**config.mk**
```make
export PLATFORM = sky130hd
export DESIGN_NAME = tl_fragment_ack_collector
export DESIGN_NICKNAME = d
export VERILOG_FILES = /design/src/rtl/tl_fragment_ack_collector.sv
export SDC_FILE = /design/constraint.sdc
export NUM_CORES = 1
export LEC_CHECK = 0
export ABC_AREA = 1
export ABC_CLOCK_PERIOD_IN_PS = 1970
export CORE_MARGIN = 5
export CORE_UTILIZATION = 27
export DETAILED_ROUTE_END_ITERATION = 8
export PLACE_DENSITY = 0.95
export SLEW_MARGIN = 20
export SYNTH_ARGS = -nofsm -noshare
export SYNTH_HDL_FRONTEND = slang
export SYNTH_SLANG_ARGS = --single-unit
```
**constraint.sdc**
```tcl
create_clock -name clock -period 1.97 [get_ports clock]
set_input_delay 0.394 -clock clock [delete_from_list [all_inputs] [get_ports clock]]
set_output_delay 0.394 -clock clock [all_outputs]
set_load 0.02 [all_outputs]
```
**src/rtl/tl_fragment_ack_collector.sv**
```systemverilog
// D-channel fragment ack collector: forwards data beats with original size/source
// restored, absorbs intermediate AccessAcks. Optional FRAG_COLLECT_SRC_CHECK_EN.
module tl_fragment_ack_collector (
    input  logic        clock,
    input  logic        reset,

    input  logic        io_expect_valid,
    output logic        io_expect_ready,
    input  logic [3:0]  io_expect_count,
    input  logic [2:0]  io_expect_size,
    input  logic [5:0]  io_expect_source,

    input  logic        io_in_valid,
    output logic        io_in_ready,
    input  logic [2:0]  io_in_bits_opcode,
    input  logic [1:0]  io_in_bits_param,
    input  logic [2:0]  io_in_bits_size,
    input  logic [5:0]  io_in_bits_source,
    input  logic        io_in_bits_sink,
    input  logic        io_in_bits_denied,
    input  logic [63:0] io_in_bits_data,
    input  logic        io_in_bits_corrupt,

    output logic        io_out_valid,
    input  logic        io_out_ready,
    output logic [2:0]  io_out_bits_opcode,
    output logic [1:0]  io_out_bits_param,
    output logic [2:0]  io_out_bits_size,
    output logic [5:0]  io_out_bits_source,
    output logic        io_out_bits_sink,
    output logic        io_out_bits_denied,
    output logic [63:0] io_out_bits_data,
    output logic        io_out_bits_corrupt,

    output logic        io_busy,
    output logic        io_error
);

    localparam int unsigned CNT_W  = 4;
    localparam int unsigned SIZE_W = 3;
    localparam int unsigned SRC_W  = 6;
    localparam logic [2:0]  OP_ACCESS_ACK = 3'd0;

    typedef enum logic {
        ST_IDLE    = 1'b0,
        ST_COLLECT = 1'b1
    } state_e;

    state_e              state_q, state_d;
    logic [CNT_W-1:0]    remaining_q, remaining_d;
    logic [SIZE_W-1:0]   saved_size_q, saved_size_d;
    logic [SRC_W-1:0]    saved_source_q, saved_source_d;
    logic                denied_acc_q, denied_acc_d;
    logic                last_c, suppress_c, fire_c;
`ifdef FRAG_COLLECT_SRC_CHECK_EN
    logic                error_q, error_d;
`endif

    always_ff @(posedge clock or negedge reset) begin
        if (!reset) begin
            state_q        <= ST_IDLE;
            remaining_q    <= '0;
            saved_size_q   <= '0;
            saved_source_q <= '0;
            denied_acc_q   <= 1'b0;
`ifdef FRAG_COLLECT_SRC_CHECK_EN
            error_q        <= 1'b0;
`endif
        end else begin
            state_q        <= state_d;
            remaining_q    <= remaining_d;
            saved_size_q   <= saved_size_d;
            saved_source_q <= saved_source_d;
            denied_acc_q   <= denied_acc_d;
`ifdef FRAG_COLLECT_SRC_CHECK_EN
            error_q        <= error_d;
`endif
        end
    end

    // Next state plus handshake decode; suppressed acks ignore upstream backpressure.
    always_comb begin
        state_d         = state_q;
        remaining_d     = remaining_q;
        saved_size_d    = saved_size_q;
        saved_source_d  = saved_source_q;
        denied_acc_d    = denied_acc_q;
        last_c          = 1'b0;
        suppress_c      = 1'b0;
        fire_c          = 1'b0;
        io_expect_ready = 1'b0;
        io_in_ready     = 1'b0;
        io_out_valid    = 1'b0;
        io_busy         = 1'b0;
`ifdef FRAG_COLLECT_SRC_CHECK_EN
        error_d         = 1'b0;
`endif
        case (state_q)
            ST_IDLE: begin
                io_expect_ready = 1'b1;
                if (io_expect_valid) begin
                    state_d        = ST_COLLECT;
                    remaining_d    = io_expect_count;
                    saved_size_d   = io_expect_size;
                    saved_source_d = io_expect_source;
                    denied_acc_d   = 1'b0;
                end
            end
            ST_COLLECT: begin
                io_busy    = 1'b1;
                last_c     = (remaining_q == '0);
                suppress_c = (io_in_bits_opcode == OP_ACCESS_ACK) && !last_c;
                if (suppress_c) begin
                    io_in_ready = 1'b1;
                end else begin
                    io_in_ready  = io_out_ready;
                    io_out_valid = io_in_valid;
                end
                fire_c = io_in_valid && io_in_ready;
                if (fire_c) begin
                    if (last_c) begin
                        state_d = ST_IDLE;
                    end else begin
                        remaining_d = remaining_q - CNT_W'(1);
                    end
                    if (suppress_c) begin
                        denied_acc_d = denied_acc_q | io_in_bits_denied;
                    end
`ifdef FRAG_COLLECT_SRC_CHECK_EN
                    error_d = (io_in_bits_source != saved_source_q);
`endif
                end
            end
            default: state_d = ST_IDLE;
        endcase
    end

    assign io_out_bits_opcode  = io_in_bits_opcode;
    assign io_out_bits_param   = io_in_bits_param;
    assign io_out_bits_size    = saved_size_q;
    assign io_out_bits_source  = saved_source_q;
    assign io_out_bits_sink    = io_in_bits_sink;
    assign io_out_bits_denied  = denied_acc_q | io_in_bits_denied;
    assign io_out_bits_data    = io_in_bits_data;
    assign io_out_bits_corrupt = io_in_bits_corrupt;

`ifdef FRAG_COLLECT_SRC_CHECK_EN
    assign io_error = error_q;
`else
    assign io_error = 1'b0;
`endif

    // Downstream size/source are replaced by the saved originals.
    logic unused_c;
    assign unused_c = ^{io_in_bits_size, io_in_bits_source};

endmodule

```
* Word-level counts from Yosys, hierarchy flattened *
Index checks and enable logic that the tools add are counted.

storage, ports and cells
  register bits after elaboration = 15
  bits of input ports = 99

cells by class
  eq/ne operators = 4
  multiplexer cells = 19
  reductions and logical operators = 8
  $add $sub $neg = 1
  bitwise operators = 2

operator list
  operator                                           count
  two-way mux 1 bit                                  13
  two-way mux 4 bit                                  3
  case mux 4 bit (2 select lines)                    1
  AND reduction 3 bit                                2
  logical NOT 4 bit                                  1
  != test 2 x 1 -> 1 bit (second input constant)     2
  != test 2 bit (second input constant)              2
  case mux 1 bit (2 select lines)                    2
  subtractor 4 x 1 -> 4 bit (second input constant)  1
  logical NOT 3 bit                                  1
  logical AND 1 bit                                  2
  AND reduction 2 bit                                1
  logical NOT 1 bit                                  1
  inverter 1 bit                                     1
  OR 1 bit                                           1

* Depth between registers and ports, before layout *
  word-level depth = 8
  depth in mapped cells = 12
  gate-level depth less buffers = 12

* Worst setup path before layout *
OpenSTA, ideal clock, no wires.

  kind = flip-flop to output port
  start point = register remaining_q[0]
  end point = output io_out_valid
  buffers on the path = 0
  slack = 0.347 ns
  arrival time = 1.229 ns
  data required time = 1.576 ns
  stages on the path, launching flop included = 9
  path through = dfrtp_1 > inv_1 > ha_1 > inv_1 > nor2_2 > nand2_2 > nand2_2 > nand2_1 > nor2_1

on the way
  cells in the longest elaborated chain, start to end = 5

RTL lines
  item                    line  source
  start, declared         50    logic [CNT_W-1:0] remaining_q, remaining_d;
  start signal, assigned  71    remaining_q <= remaining_d;
  logical NOT 4 bit       111   last_c = (remaining_q == '0);
  logical NOT 1 bit       112   suppress_c = (io_in_bits_opcode == OP_ACCESS_ACK) && !last_c;
  logical AND 1 bit       112
  two-way mux 1 bit       113   if (suppress_c) begin
  two-way mux 1 bit       98    case (state_q)
  end, declared           24    output logic io_out_valid,

No other way between the ends.

* Final worst setup path *
  start point = input io_in_bits_opcode[2]
  end point = output io_out_bits_opcode[2]

RTL lines
  item             line  source
  start, declared  15    input logic [2:0] io_in_bits_opcode,
  end, declared    26    output logic [2:0] io_out_bits_opcode,

No word-level cell between the ends.

==> flow_summary.yaml <==
outcome:
  status: "completed"
placed_design:
  io_buffers: 38
  gp_congestion: 0.6691
  place_area_um2: 1361
  dp_cells: 206
  dpl.hpwl_um: 2192
worst_setup_path:
  crit_chain: "clkdlybuf4s50_1 -> clkdlybuf4s50_1"
  crit_buf_inv: 2
  cp_top_family: "buffers and inverters"
  worst_path_max_delay_cell: "clkdlybuf4s50_1"
  cp_common_cell: "clkdlybuf4s50_1"
  critPathRequiredTime_ns: 1.58
  startpoint_type: "input port"
  crit_fanout: 2
  worstSetupEndpointType: "output pin"
  critPathKind: "in -> out"
  max_stage_delay_ns: 0.62
  crit_arrival_ns: 1.50
global_routing:
  antenna_found_initial: 0
  grt_pass1_vias: 890
  grt_overflow: 0
  grt_pass1_wl_um: 4119
  track_usage_pct: 8.339
  grt_start_max_net_pins: 16
final_layout:
  layout_commonest_cell: "clkdlybuf4s50_1"
  n_antenna_cell: 0
  final_cell_mix: "clkdlybuf4s50_1, nand2_1, dfrtp_1"
  syn2layout_area_growth_pct: 3.060
  layout.nets: 243
  final_area_um2: 1433
  final_cells: 212
  multi_input_area_um2: 416.7
  layout-drive-gt1-share_pct: 30.28
  seq_area_um2: 375.4
  fillers: 543
power_and_ir_drop:
  p_total_mw: 1.967
  ir_drop_mv: 0.4756
  power.density_nw_per_um2: 1373
  p_leak_nw: 0.6970
yosys:
  synth_compound_area_share_pct: 2.430
  synth_xor_area_share_pct: 0
  yosys_warnings: 0
  synth_nets: 262
  synth-simple-area-share_pct: 15.57
  synth_cell_types: 19
  syn_area_um2: 1390
  synth.area.mux_share_pct: 9.721
  yosys_register_bits: 15
  yosysSeqAreaShare_pct: 27.00
  synth.avg_cell_area_um2: 8.581
  synth_fa_ha_area_share_pct: 0.9001
  syn-instance-count: 162
  synth_top_family_by_area: "buffers and inverters"
sta:
  min_period_ns: 1.898
  post-route-period-util_pct: 96.33
  fmax_mhz: 527.0
  finalHoldViolCount: 0
  drv_slew: 0
  finalSetupViolations: 0
  skew_ns: 0.002926
detailed_routing:
  wire_per_inst_um: 12.96
  vias: 830
  postRouteWirelength_um: 2747
  drcViolationCount: 0
  firstDrtPassIters: 3
  postRouteAntennaNets: 0
  drtIter0Drc: 16
  vias_per_cell: 3.915
die:
  ioPinCount: 185
  die_w_um: 81.75
  start_util_pct: 27.57
  num_rows: 26
  dieArea_um2: 6683
  die_h_um: 81.75
  coreArea_um2: 5042
clock_network:
  clkTransAtPathRegs_ns: 0.07
  tritoncts: "yes"
  clock_latency_ns: 0.25
  cts_sinks: 15
  cts-htree-levels: 1
  cts_buffers: 3
  root_buffer: "clkbuf_8"
  clockBufferDepth: 2
  hold_buffers: 0
flow_run:
  drv_cap: 0
min_path:
  min_path_type: "in -> async"
cells in the mapped netlist:
| master | instances | area [µm²] |
|---|---|---|
| buf_4 | 72 | 540.5 |
| nand2_1 | 23 | 86.33 |
| dfrtp_1 | 15 | 375.4 |
| inv_1 | 10 | 37.54 |
| mux2_4 | 9 | 135.1 |
| nand3_1 | 8 | 40.04 |
| nand2_2 | 5 | 31.28 |
| nor2_1 | 5 | 18.77 |
| nand2_4 | 3 | 33.78 |
| a21oi_1 | 2 | 10.01 |
| o21ai_1 | 2 | 10.01 |
| a21oi_2 | 1 | 8.760 |
| buf_12 | 1 | 20.02 |
| buf_6 | 1 | 11.26 |
| conb_1 | 1 | 3.750 |
| ha_1 | 1 | 12.51 |
| inv_2 | 1 | 3.750 |
| nor2_2 | 1 | 6.260 |
| o21ai_0 | 1 | 5.000 |
per-layer routing:
metal / global-route usage, % / share of wire, % / vias up
met2: 14.22 / 52 / 44
met3: 3.180 / 12 / 25
met5: 0 / 0 / -
met4: 7.807 / 5.1 / 0
met1: 7.502 / 31 / 373
li1: - / - / 388
per-stage QoR:
step / util [%] / setup TNS [ns] / hold slack, ns / worst slack, ns
2_1_floorplan: - / 0 / 0.09841 / 0.3475
3_3_place_gp: 27.00 / -0.5647 / 0.4567 / -0.3049
3_5_place_dp: 27.00 / -0.5726 / 0.4815 / -0.3094
4_1_cts: 27.84 / 0 / 0.4642 / 0.009876
5_1_grt: 28.41 / -0.003162 / 0.4721 / -0.003162
6_report: 28.41 / 0 / 0.4598 / 0.07236
cells by family (layout without fill, tap and decap cells):
family	count (synthesis)	after routing
buf+inv	85	65
simple gates	45	45
flops	15	15
mux	9	9
compound gates	6	6
fa+ha+maj	1	1
other cells	1	1
worst paths after layout:
path                                 startpoint                     to  slack (ns)  depth (start not counted)
setup / recovery           io_in_bits_opcode[2]  io_out_bits_opcode[2]        0.07                          2
hold / removal                            reset    io_out_bits_size[0]        0.46                          2
setup reg to reg                 remaining_q[0]         remaining_q[0]        0.42                         11
hold reg to reg                    denied_acc_q           denied_acc_q        0.49                          2
max in group asynchronous                 reset  io_out_bits_source[0]        1.33                          2
min in group clock                 denied_acc_q           denied_acc_q        0.49                          2
repair_timing:
item                                    4_1_cts  5_1_grt
pin swaps                                     0        6
endpoints found under the setup margin        2        3
resized for setup                             7        9
buffers inserted                              0        2
cell type report:
| type | instances | area share (%) |
|---|---|---|
| clock buffer | 3 | 2.882 |
| timing repair buffer | 50 | 32.49 |
| inverter | 11 | 2.882 |
| multi-input combinational | 62 | 29.08 |
| sequential | 15 | 26.20 |
| tap | 70 | 6.114 |
| clock inverter | 1 | 0.3493 |
sequential cells by signal, indices dropped and copies added (netlist names):
name / cells
io_out_bits_source: 6
state_q: 1
remaining_q: 4
denied_acc_q: 1
io_out_bits_size: 3
power by group:
| part | internal (mW) | leakage (nW) | switching [mW] |
|---|---|---|---|
| clock | 0.140 | 0.0255 | 0.117 |
| combinational | 0.602 | 0.491 | 0.558 |
| sequential | 0.456 | 0.181 | 0.0945 |
| total | 1.20 | 0.697 | 0.769 |
No activity file was read; power rests on OpenSTA's default activity.
